`src/rtl/seg_scan_sequencer_pkg.sv`:
```
// Shared types and constants for the 7-segment scan sequencer:
// the fetch/scan state encodings and the display geometry.
package seg_scan_sequencer_pkg;

  localparam int DIGITS   = 4;
  localparam int NIBBLE_W = 4;
  localparam int DIGIT_W  = $clog2(DIGITS);

  typedef enum logic [1:0] {
    F_IDLE = 2'd0,
    F_WAIT = 2'd1,
    F_LOAD = 2'd2
  } fetch_state_t;

  typedef enum logic {
    S_DRIVE = 1'b0,
    S_BLANK = 1'b1
  } scan_state_t;

endpackage

```
`src/rtl/seg_scan_sequencer_if.sv`:
```
// Tick, ROM and display-pin bundle between the sequencer and its surroundings.
// The slave side is the sequencer; the master side drives ticks and ROM data.
interface seg_scan_sequencer_if
  import seg_scan_sequencer_pkg::*;
#(
  parameter int ADDR_W = 4
);

  logic                      step_tick;
  logic                      scan_tick;
  logic                      pause;
  logic [DIGITS*NIBBLE_W-1:0] rom_q;
  logic [ADDR_W-1:0]         rom_addr;
  logic [NIBBLE_W-1:0]       hex_out;
  logic [DIGITS-1:0]         digit_en;
  logic                      data_valid;
  logic                      frame_done;

  modport master (
    output step_tick, scan_tick, pause, rom_q,
    input  rom_addr, hex_out, digit_en, data_valid, frame_done
  );

  modport slave (
    input  step_tick, scan_tick, pause, rom_q,
    output rom_addr, hex_out, digit_en, data_valid, frame_done
  );

endinterface

```
`src/rtl/seg_scan_mux.sv`:
```
// Digit scan engine: walks the four nibbles of the display word onto one
// decoder, with one-hot digit enables and a blanking dead-time between digits.
module seg_scan_mux
  import seg_scan_sequencer_pkg::*;
#(
  parameter int DEAD_CYCLES   = 4,
  parameter int EN_ACTIVE_LOW = 0
) (
  input  logic                       clk,
  input  logic                       rst,
  input  logic                       i_scan_tick,
  input  logic                       i_data_valid,
  input  logic [DIGITS*NIBBLE_W-1:0] i_display,
  output logic [NIBBLE_W-1:0]        o_hex,
  output logic [DIGITS-1:0]          o_digit_en,
  output logic                       o_frame_done
);

  localparam logic [7:0] DEAD_LAST = 8'(DEAD_CYCLES - 1);

  scan_state_t        r_state, w_state_next;
  logic [DIGIT_W-1:0] r_digit, w_digit_next;
  logic [7:0]         r_dead_cnt, w_dead_cnt_next;
  logic               r_primed, w_primed_next;
  logic               r_frame_done, w_frame_done_next;

  logic [NIBBLE_W-1:0] w_nib [DIGITS];
  logic [DIGITS-1:0]   w_en_raw;

  // Reset parks in the blank that precedes digit 0; r_primed keeps that
  // first wrap from being reported as a completed frame.
  always_ff @(posedge clk) begin
    if (rst) begin
      r_state      <= S_BLANK;
      r_digit      <= DIGIT_W'(DIGITS - 1);
      r_dead_cnt   <= '0;
      r_primed     <= 1'b0;
      r_frame_done <= 1'b0;
    end else begin
      r_state      <= w_state_next;
      r_digit      <= w_digit_next;
      r_dead_cnt   <= w_dead_cnt_next;
      r_primed     <= w_primed_next;
      r_frame_done <= w_frame_done_next;
    end
  end

  always_comb begin
    w_state_next      = r_state;
    w_digit_next      = r_digit;
    w_dead_cnt_next   = r_dead_cnt;
    w_primed_next     = r_primed;
    w_frame_done_next = 1'b0;
    case (r_state)
      S_DRIVE: begin
        if (i_scan_tick) begin
          w_state_next    = S_BLANK;
          w_dead_cnt_next = '0;
        end
      end
      S_BLANK: begin
        if (r_dead_cnt == DEAD_LAST) begin
          w_state_next      = S_DRIVE;
          w_digit_next      = r_digit + 1'b1;
          w_primed_next     = 1'b1;
          w_frame_done_next = r_primed && (r_digit == DIGIT_W'(DIGITS - 1));
        end else begin
          w_dead_cnt_next = r_dead_cnt + 1'b1;
        end
      end
      default: w_state_next = S_BLANK;
    endcase
  end

  genvar gi;
  generate
    for (gi = 0; gi < DIGITS; gi++) begin : g_digit
      assign w_nib[gi]    = i_display[gi*NIBBLE_W +: NIBBLE_W];
      assign w_en_raw[gi] = (r_state == S_DRIVE) && i_data_valid &&
                            (r_digit == DIGIT_W'(gi));
    end
  endgenerate

  assign o_hex        = w_nib[r_digit];
  assign o_digit_en   = (EN_ACTIVE_LOW != 0) ? ~w_en_raw : w_en_raw;
  assign o_frame_done = r_frame_done;

endmodule

```
`src/rtl/seg_scan_sequencer.sv`:
```
// Steps the pattern ROM address, waits out the ROM latency, captures the word
// into the display register and hands it to the digit scan engine.
module seg_scan_sequencer
  import seg_scan_sequencer_pkg::*;
#(
  parameter int ADDR_W        = 4,
  parameter int ROM_LATENCY   = 2,
  parameter int DEAD_CYCLES   = 4,
  parameter int EN_ACTIVE_LOW = 0
) (
  input  logic                 clk,
  input  logic                 rst,
  seg_scan_sequencer_if.slave  bus
);

  localparam logic [2:0] LAT_LAST = 3'(ROM_LATENCY - 1);

  fetch_state_t               r_state, w_state_next;
  logic [ADDR_W-1:0]          r_addr, w_addr_next;
  logic [2:0]                 r_lat_cnt, w_lat_cnt_next;
  logic                       r_pending, w_pending_next;
  logic [DIGITS*NIBBLE_W-1:0] r_display, w_display_next;
  logic                       r_valid, w_valid_next;
  logic                       w_step;

  assign w_step = bus.step_tick & ~bus.pause;

  // Reset lands in WAIT so address 0 is fetched without needing a step.
  always_ff @(posedge clk) begin
    if (rst) begin
      r_state   <= F_WAIT;
      r_addr    <= '0;
      r_lat_cnt <= '0;
      r_pending <= 1'b0;
      r_display <= '0;
      r_valid   <= 1'b0;
    end else begin
      r_state   <= w_state_next;
      r_addr    <= w_addr_next;
      r_lat_cnt <= w_lat_cnt_next;
      r_pending <= w_pending_next;
      r_display <= w_display_next;
      r_valid   <= w_valid_next;
    end
  end

  always_comb begin
    w_state_next   = r_state;
    w_addr_next    = r_addr;
    w_lat_cnt_next = r_lat_cnt;
    w_pending_next = r_pending;
    w_display_next = r_display;
    w_valid_next   = r_valid;
    case (r_state)
      F_IDLE: begin
        if (w_step) begin
          w_addr_next    = r_addr + 1'b1;
          w_lat_cnt_next = '0;
          w_state_next   = F_WAIT;
        end
      end
      F_WAIT: begin
        if (w_step) begin
          w_pending_next = 1'b1;
        end
        if (r_lat_cnt == LAT_LAST) begin
          w_state_next = F_LOAD;
        end else begin
          w_lat_cnt_next = r_lat_cnt + 1'b1;
        end
      end
      F_LOAD: begin
        w_display_next = bus.rom_q;
        w_valid_next   = 1'b1;
        // A step arriving in this very cycle counts as pending too.
        if (r_pending || w_step) begin
          w_addr_next    = r_addr + 1'b1;
          w_lat_cnt_next = '0;
          w_pending_next = 1'b0;
          w_state_next   = F_WAIT;
        end else begin
          w_state_next = F_IDLE;
        end
      end
      default: w_state_next = F_IDLE;
    endcase
  end

  seg_scan_mux #(
    .DEAD_CYCLES   (DEAD_CYCLES),
    .EN_ACTIVE_LOW (EN_ACTIVE_LOW)
  ) u_mux (
    .clk          (clk),
    .rst          (rst),
    .i_scan_tick  (bus.scan_tick),
    .i_data_valid (r_valid),
    .i_display    (r_display),
    .o_hex        (bus.hex_out),
    .o_digit_en   (bus.digit_en),
    .o_frame_done (bus.frame_done)
  );

  assign bus.rom_addr   = r_addr;
  assign bus.data_valid = r_valid;

endmodule

```
`src/flat_wrapper.sv`:
```
// flat-port wrapper written by rule: the top's interface ports become plain ports
module seg_scan_sequencer_flat import seg_scan_sequencer_pkg::*;
#(
  parameter int ADDR_W        = 4,
  parameter int ROM_LATENCY   = 2,
  parameter int DEAD_CYCLES   = 4,
  parameter int EN_ACTIVE_LOW = 0
)
  (clk, rst, bus_step_tick, bus_scan_tick, bus_pause, bus_rom_q, bus_rom_addr, bus_hex_out, bus_digit_en, bus_data_valid, bus_frame_done);
  seg_scan_sequencer_if #(.ADDR_W(ADDR_W)) bus_i ();
  input  logic clk;
  input  logic rst;
  input wire logic [$bits(bus_i.step_tick)-1:0] bus_step_tick;
  input wire logic [$bits(bus_i.scan_tick)-1:0] bus_scan_tick;
  input wire logic [$bits(bus_i.pause)-1:0] bus_pause;
  input wire logic [$bits(bus_i.rom_q)-1:0] bus_rom_q;
  output wire logic [$bits(bus_i.rom_addr)-1:0] bus_rom_addr;
  output wire logic [$bits(bus_i.hex_out)-1:0] bus_hex_out;
  output wire logic [$bits(bus_i.digit_en)-1:0] bus_digit_en;
  output wire logic [$bits(bus_i.data_valid)-1:0] bus_data_valid;
  output wire logic [$bits(bus_i.frame_done)-1:0] bus_frame_done;
  assign bus_i.step_tick = bus_step_tick;
  assign bus_i.scan_tick = bus_scan_tick;
  assign bus_i.pause = bus_pause;
  assign bus_i.rom_q = bus_rom_q;
  assign bus_rom_addr = bus_i.rom_addr;
  assign bus_hex_out = bus_i.hex_out;
  assign bus_digit_en = bus_i.digit_en;
  assign bus_data_valid = bus_i.data_valid;
  assign bus_frame_done = bus_i.frame_done;
  seg_scan_sequencer #(.ADDR_W(ADDR_W), .ROM_LATENCY(ROM_LATENCY), .DEAD_CYCLES(DEAD_CYCLES), .EN_ACTIVE_LOW(EN_ACTIVE_LOW)) u_core (.clk(clk), .rst(rst), .bus(bus_i));
endmodule
```
`config.mk`:
```
export PLATFORM = sky130hd
export DESIGN_NAME = seg_scan_sequencer_flat
export DESIGN_NICKNAME = d
export VERILOG_FILES = /design/src/rtl/seg_scan_sequencer_pkg.sv /design/src/rtl/seg_scan_sequencer_if.sv /design/src/rtl/seg_scan_mux.sv /design/src/rtl/seg_scan_sequencer.sv /design/src/flat_wrapper.sv
export SDC_FILE = /design/constraint.sdc
export NUM_CORES = 1
export LEC_CHECK = 0
export ABC_AREA = 0
export CAP_MARGIN = 20
export CORE_UTILIZATION = 51
export CTS_CLUSTER_SIZE = 12
export DETAILED_ROUTE_END_ITERATION = 7
export MAX_ROUTING_LAYER = met4
export PLACE_DENSITY = 0.78
export SKIP_CTS_REPAIR_TIMING = 1
export SLEW_MARGIN = 20
export SYNTH_ARGS = -nofsm -noshare
export SYNTH_HDL_FRONTEND = slang
export SYNTH_SLANG_ARGS = --single-unit
```
`constraint.sdc`:
```
create_clock -name clk -period 2 [get_ports clk]
set_input_delay 0.5 -clock clk [delete_from_list [all_inputs] [get_ports clk]]
set_output_delay 0.5 -clock clk [all_outputs]
set_load 0.02 [all_outputs]
```
==> results of run 1 <==
state kept, by name, summed over array words and instances, names as in the netlist:
name / cells
u_core.r_display: 16
u_core.u_mux.r_dead_cnt: 8
u_core.bus.rom_addr: 4
u_core.r_lat_cnt: 3
u_core.r_state: 2
u_core.u_mux.r_digit: 2
u_core.bus.data_valid: 1
u_core.r_pending: 1
u_core.u_mux.o_frame_done: 1
u_core.u_mux.r_primed: 1
u_core.u_mux.r_state: 1
path summary, 6_finish.rpt:
| kind | cells past startpoint | slack [ns] | from | end |
|---|---|---|---|---|
| min | 2 | 0.44 | u_core.u_mux.r_primed$_SDFFE_PP0P_ | u_core.u_mux.o_frame_done$_SDFF_PP0_ |
| max | 2 | 0.06 | u_core.u_mux.r_digit[1]$_SDFFE_PP1P_ | bus_hex_out[3] |
| min reg2reg | 2 | 0.44 | u_core.u_mux.r_primed$_SDFFE_PP0P_ | u_core.u_mux.o_frame_done$_SDFF_PP0_ |
| max reg2reg | 5 | 0.47 | u_core.u_mux.r_dead_cnt[0]$_SDFFE_PP0P_ | u_core.u_mux.r_dead_cnt[0]$_SDFFE_PP0P_ |
worst max-delay path, stage by stage (launching register included):
cell and delay [ns]:
sky130_fd_sc_hd__dfxtp_4 0.42, sky130_fd_sc_hd__mux4_2 0.50, sky130_fd_sc_hd__clkbuf_2 0.17
layout by cell type, fill, tap and decap left out, types with 5 or more instances in the layout:
cell	instances
sky130_fd_sc_hd__a21oi_1	25
sky130_fd_sc_hd__nor2_1	18
sky130_fd_sc_hd__inv_1	6
sky130_fd_sc_hd__dfxtp_1	38
sky130_fd_sc_hd__nand3_1	7
sky130_fd_sc_hd__ha_1	8
sky130_fd_sc_hd__nand2b_1	6
sky130_fd_sc_hd__nor3_1	8
sky130_fd_sc_hd__clkbuf_4	5
sky130_fd_sc_hd__clkdlybuf4s50_1	26
sky130_fd_sc_hd__nand2_1	42
sky130_fd_sc_hd__o21ai_0	7
Yosys cell counts, types with 2 or more instances:
master | number | area (um^2)
sky130_fd_sc_hd__nand2_1 | 42 | 158
sky130_fd_sc_hd__dfxtp_1 | 40 | 801
sky130_fd_sc_hd__a21oi_1 | 25 | 125
sky130_fd_sc_hd__nor2_1 | 18 | 67.6
sky130_fd_sc_hd__ha_1 | 8 | 100
sky130_fd_sc_hd__nor3_1 | 8 | 40.0
sky130_fd_sc_hd__nand3_1 | 7 | 35.0
sky130_fd_sc_hd__o21ai_0 | 7 | 35.0
sky130_fd_sc_hd__clkbuf_1 | 6 | 22.5
sky130_fd_sc_hd__inv_1 | 6 | 22.5
sky130_fd_sc_hd__nand2b_1 | 6 | 37.5
sky130_fd_sc_hd__and2_1 | 4 | 25.0
sky130_fd_sc_hd__mux4_2 | 4 | 90.1
sky130_fd_sc_hd__a211oi_1 | 3 | 22.5
sky130_fd_sc_hd__a21o_1 | 3 | 22.5
sky130_fd_sc_hd__nand3b_1 | 3 | 22.5
sky130_fd_sc_hd__nor2b_1 | 3 | 18.8
sky130_fd_sc_hd__or3_1 | 3 | 18.8
sky130_fd_sc_hd__a311oi_1 | 2 | 17.5
sky130_fd_sc_hd__a31oi_1 | 2 | 12.5
sky130_fd_sc_hd__buf_2 | 2 | 10.0
sky130_fd_sc_hd__nand4_1 | 2 | 12.5
sky130_fd_sc_hd__xnor2_1 | 2 | 17.5
through the flow:
stage               cells  worst slack, ns  setup TNS [ns]  instance area [um^2]  utilization
floorplan             215            0.267               0                  1820            -
global placement      290          -0.0634          -0.310                  2210        0.656
detailed placement    290          -0.0761          -0.434                  2210        0.656
CTS                   298           -0.499           -3.81                  2290        0.680
global route          298          -0.0234         -0.0501                  2280        0.677
finish                298           0.0613               0                  2280        0.677
routing by layer:
layer | wire length [um] | vias up | part of all wire | track usage
li1 | - | 808 | - | -
met1 | 1750 | 714 | 0.50 | 0.256
met2 | 1590 | 28 | 0.45 | 0.304
met3 | 124 | 5 | 0.035 | 0.0756
met4 | 34 | 0 | 0.0097 | 0.0635
met5 | 0 | - | 0 | -
area by class of cell:
cell class                      count  area share
Clock inverter                      3      0.0187
Tap cell                           46      0.0253
Multi-Input combinational cell    159       0.410
Clock buffer                        5      0.0165
Sequential cell                    40       0.354
Timing Repair Buffer               39       0.165
Inverter                            6     0.00989
power breakdown:
| group | internal (mW) | switching (mW) | total, mW |
|---|---|---|---|
| Clock | 0.261 | 0.275 | 0.535 |
| Sequential | 0.878 | 0.0811 | 0.959 |
| Combinational | 0.207 | 0.204 | 0.411 |
cells by family after synthesis:
group,after synthesis
AND/OR/NAND/NOR,99
AO/OA/AOI/OAI,46
flip-flops,40
buffers and inverters,16
adder cells (fa/ha/maj),8
multiplexers,4
XOR/XNOR,2
==> summary.json, run 1 <==
{
  "multi_input_area_um2": 935,
  "fmaxAchievable_ghz": 0.516,
  "first_global_vias": 1296,
  "place.gp.congestion": 0.904,
  "outcome": "complete, no violations",
  "final_setup_violating_endpoints": 0,
  "std_cell_rows": 21,
  "crit_path_end_kind": "output port",
  "starting_utilization_of_the_core_area": 0.540,
  "crit_arrival_ns": 1.44,
  "finish.net_count": 280,
  "remaining_drc_errors": 0,
  "grt-ovfl-total": 0,
  "worst_hold_path_type": "reg2reg",
  "total_vias_in_the_final_route": 1555,
  "synthSimpleGateAreaFrac": 0.254,
  "rsz0062_at_grt": "yes",
  "global_route_wire_length_before_repair_um": 5450,
  "detailedPlacementHpwl_um": 2400,
  "timing.clock.skew_ns": 0.0140,
  "floorplan.die_area_mm2": 0.00380,
  "drive_above_1_share": 0.111,
  "synth_cell_type_count": 32,
  "synthToLayoutAreaGrowth_pct": 25.4,
  "cts.htree.levels": 2,
  "viasPerCell": 5.22,
  "synth_top_family_by_area": "simple AND/OR/NAND/NOR gates",
  "io_buffer_count": 34,
  "post_synth_edffs": 0,
  "clkLatencyLatePin_ns": 0.36,
  "wl_per_cell_um": 11.8,
  "tritoncts.num_buffers": 5,
  "critical_path.max_fanout": 5,
  "maxSlewViolCount": 0,
  "grt_util_all_layers": 0.204,
  "coreArea_mm2": 0.00336,
  "post_synth.cell_area_avg_um2": 8.44,
  "cts_buffer_depth": 2,
  "drtIter0Drc": 117,
  "synthesis_warning_total": 0,
  "syn-cell-area_mm2": 0.00182,
  "synth.mux.area_fraction": 0.0496,
  "clock_tree.root_cell": "sky130_fd_sc_hd__clkbuf_4",
  "worst_setup_hold_path_clk_slew_ns": 0.13,
  "num_io_pins": 35,
  "setup.worst_path.start_class": "register",
  "synth-compound-area-share": 0.146,
  "power_mw": 1.91,
  "finalCriticalPeriod_ns": 1.94,
  "whs_ns": 0.442,
  "postSynthCellCount": 215,
  "yosys_most_used_dff": "sky130_fd_sc_hd__dfxtp_1",
  "max_slew.worst_pin.slew_ns": 0.600,
  "antenna-diode-count": 0,
  "antenna_found_initial": 0,
  "synth_fp_nets": 244,
  "slew-limit-headroom": 0.600,
  "total_leakage_power_nw": 0.873,
  "seqCellArea_um2": 806,
  "postSynth.asyncResetShare": 0,
  "totalWireLength_um": 3500,
  "worstPathRequired_ns": 1.50,
  "chipWidth_um": 61.7,
  "cts_tree": "yes",
  "timing.final.hold_violations": 0,
  "max_cap_violations": 0,
  "synth-adder-area-share": 0.0551,
  "dr.pass1.iters": 4,
  "power_density_mw_per_mm2": 837,
  "peakVddDrop_mv": 0.490,
  "critPathKind": "reg2out",
  "yosys_register_bits": 40,
  "maximum_number_of_pins_on_one_net_before_global_route_repair": 41,
  "fp.dieH_um": 61.7,
  "yosysSeqAreaShare": 0.441,
  "ant_nets": 0,
  "clock-sinks": 40,
  "post_synth_xor_area_fraction": 0.00965,
  "timing.final.crit_share": 0.969,
  "nFillCells": 311
}
Note: power is estimated with default switching activity, not from simulation.
==> inputs of run 2 (changes only) <==
Settings changed: CORE_UTILIZATION 51 to 55, PLACE_DENSITY 0.78 to 0.83.
Clock period 2 ns to 2.35 ns, I/O delays scaled along.
==> run 2 against run 1 <==
Net effect:
- design area shrank 0.16%
- register-to-register slack gained 0.34 ns
- worst hold slack improved by 0.012 ns
- critical endpoint is now bus_hex_out[1]
- highest routed layer unchanged
==> summary.json, run 2 (same netlist as run 1, synthesis figures left out) <==
{
  "final_area": {"value": 0.00227, "unit": "mm^2", "change": "was 0.00228 mm^2"},
  "io_buffer_count": {"value": 34, "change": "unchanged"},
  "cts_tree": {"value": "yes", "change": "unchanged"},
  "outcome": {"value": "complete, no violations", "change": "unchanged"},
  "first_global_vias": {"value": 1430, "change": "was 1296"},
  "antenna-diode-count": {"value": 0, "change": "unchanged"},
  "cts.htree.levels": {"value": 2, "change": "unchanged"},
  "chipWidth": {"value": 59.5, "unit": "um", "change": "was 61.7 um"},
  "finalCriticalPeriod_ns": 2.06,
  "coreArea": {"value": 0.00310, "unit": "mm^2", "change": "was 0.00336 mm^2"},
  "place.gp.congestion": {"value": 0.895, "change": "was 0.904"},
  "num_io_pins": {"value": 35, "change": "unchanged"},
  "dp_slack": {"value": 0.183, "unit": "ns", "change": "was -0.0761 ns"},
  "maxSlewViolCount": {"value": 0, "change": "unchanged"},
  "fp.dieH": {"value": 59.5, "unit": "um", "change": "was 61.7 um"},
  "starting_utilization_of_the_core_area": {"value": 0.585, "change": "was 0.540"},
  "critical_path.cell_chain": {"value": "mux4_2 -> dlymetal6s2s_1", "change": "was mux4_2 -> clkbuf_2"},
  "fmaxAchievable_ghz": 0.486,
  "grt-ovfl-total": {"value": 0, "change": "unchanged"},
  "drtIter0Drc": {"value": 65, "change": "was 117"},
  "nFillCells": {"value": 247, "change": "was 311"},
  "cts_buffer_depth": {"value": 2, "change": "unchanged"},
  "max_slew.worst_pin.slew": {"value": 0.570, "unit": "ns", "change": "was 0.600 ns"},
  "total_leakage_power": {"value": 0.971, "unit": "nW", "change": "was 0.873 nW"},
  "crit_path_end_kind": {"value": "output port", "change": "unchanged"},
  "clock-sinks": {"value": 40, "change": "unchanged"},
  "layout_commonest_cell": {"value": "sky130_fd_sc_hd__nand2_1", "change": "unchanged"},
  "clock_tree.root_cell": {"value": "sky130_fd_sc_hd__clkbuf_4", "change": "unchanged"},
  "most_frequent_cells_in_the_layout": {"value": "42 x sky130_fd_sc_hd__nand2_1, 38 x sky130_fd_sc_hd__dfxtp_1, 26 x sky130_fd_sc_hd__clkdlybuf4s50_1", "change": "unchanged"},
  "rsz0062_at_grt": {"value": "no", "change": "was yes"},
  "dr.pass1.iters": {"value": 4, "change": "unchanged"},
  "layout_setup_ws": {"value": 0.291, "unit": "ns", "change": "was 0.0613 ns"},
  "floorplan.die_area": {"value": 0.00353, "unit": "mm^2", "change": "was 0.00380 mm^2"},
  "largest_register": {"value": "u_core.r_display", "change": "unchanged"},
  "setup.worst_path.start_class": {"value": "register", "change": "unchanged"},
  "global_route_wire_length_before_repair": {"value": 6100, "unit": "um", "change": "was 5450 um"},
  "synthToLayoutAreaGrowth": {"value": 25.2, "unit": "%", "change": "was 25.4%"},
  "detailedPlacementHpwl": {"value": 2470, "unit": "um", "change": "was 2400 um"},
  "slew-limit-headroom": {"value": 0.620, "change": "was 0.600"},
  "remaining_drc_errors": {"value": 0, "change": "unchanged"},
  "ant_nets": {"value": 0, "change": "unchanged"},
  "max_cap_violations": {"value": 0, "change": "unchanged"},
  "peakVddDrop": {"value": 0.442, "unit": "mV", "change": "was 0.490 mV"},
  "finish.net_count": {"value": 279, "change": "was 280"},
  "drive_above_1_share": {"value": 0.0757, "change": "was 0.111"},
  "tritoncts.num_buffers": {"value": 5, "change": "unchanged"},
  "timing.final.hold_violations": {"value": 0, "change": "unchanged"},
  "clkLatencyLatePin": {"value": 0.35, "unit": "ns", "change": "was 0.36 ns"},
  "power_density": {"value": 671, "unit": "mW/mm^2", "change": "was 837 mW/mm^2"},
  "std_cell_rows": {"value": 20, "change": "was 21"},
  "worst_setup_hold_path_clk_slew": {"value": 0.11, "unit": "ns", "change": "was 0.13 ns"},
  "grt_util_all_layers": {"value": 0.239, "change": "was 0.204"},
  "total_vias_in_the_final_route": {"value": 1578, "change": "was 1555"},
  "viasPerCell": {"value": 5.35, "change": "was 5.22"},
  "worst_hold_path_type": {"value": "reg2reg", "change": "unchanged"},
  "crit_path_max_incr_delay": {"value": 0.50, "unit": "ns", "change": "about the same"},
  "largest_register_ff_count": {"value": 16, "change": "unchanged"},
  "maximum_number_of_pins_on_one_net_before_global_route_repair": {"value": 41, "change": "unchanged"},
  "totalWireLength": {"value": 3530, "unit": "um", "change": "was 3500 um"},
  "worstPathRequired": {"value": 1.76, "unit": "ns", "change": "was 1.50 ns"},
  "wl_per_cell": {"value": 12.0, "unit": "um", "change": "was 11.8 um"},
  "place_area": {"value": 0.00218, "unit": "mm^2", "change": "was 0.00221 mm^2"},
  "timing.clock.skew": {"value": 0.00515, "unit": "ns", "change": "was 0.0140 ns"},
  "critPathKind": {"value": "reg2out", "change": "unchanged"},
  "cpMaxStageDelayCell": {"value": "sky130_fd_sc_hd__mux4_2", "change": "unchanged"},
  "antenna_found_initial": {"value": 0, "change": "unchanged"},
  "whs": {"value": 0.453, "unit": "ns", "change": "was 0.442 ns"},
  "critical_path.max_fanout": {"value": 5, "change": "unchanged"},
  "power": {"value": 1.53, "unit": "mW", "change": "was 1.91 mW"},
  "crit_arrival": {"value": 1.47, "unit": "ns", "change": "was 1.44 ns"},
  "final_setup_violating_endpoints": {"value": 0, "change": "unchanged"},
  "timing.final.crit_share": 0.876
}
run 2: metrics by stage:
step	std cells	setup TNS, ns	util
after global routing	295	0	0.733
after detailed placement	287	0	0.704
after floorplan	215	0	-
after CTS	295	-1.53	0.724
after global placement	287	0	0.704
final	295	0	0.733
run 2: final cells by class:
type                       instances  area [um^2]  share of cell area
clock buffer                       7         55.1              0.0242
clock inverter                     1         7.51             0.00330
inverter                           6         22.5             0.00991
multi-input combinational        159          935               0.411
sequential                        40          808               0.356
tap                               44         55.1              0.0242
timing repair buffer              38          390               0.172
run 2: final timing paths:
kind,slack [ns],depth (start not counted),start,endpoint
setup / recovery,0.29,2,u_core.u_mux.r_digit[1]$_SDFFE_PP1P_,bus_hex_out[1]
hold / removal,0.45,2,u_core.u_mux.r_primed$_SDFFE_PP0P_,u_core.u_mux.o_frame_done$_SDFF_PP0_
setup reg to reg,0.81,5,u_core.u_mux.r_dead_cnt[0]$_SDFFE_PP0P_,u_core.u_mux.r_dead_cnt[0]$_SDFFE_PP0P_
hold reg to reg,0.45,2,u_core.u_mux.r_primed$_SDFFE_PP0P_,u_core.u_mux.o_frame_done$_SDFF_PP0_
run 2: worst max-delay path, delay by kind of cell, from the launching register on:
family	cells	cell delay (ns)
flip-flops	1	0.41
multiplexers	1	0.50
buffers and inverters	1	0.22
run 2: metal layers:
layer | routed length [um] | vias up | global-route usage
met2 | 1680 | 39 | 0.377
met1 | 1640 | 729 | 0.288
met4 | 51 | 0 | 0.0952
met5 | 0 | - | -
li1 | - | 804 | -
met3 | 156 | 6 | 0.0633
run 2: report_power, final:
group          switching (mW)  leakage, nW  internal (mW)  total [mW]
Clock                   0.219       0.0315          0.146       0.365
Sequential             0.0723        0.324          0.747       0.820
Combinational           0.170        0.616          0.171       0.341
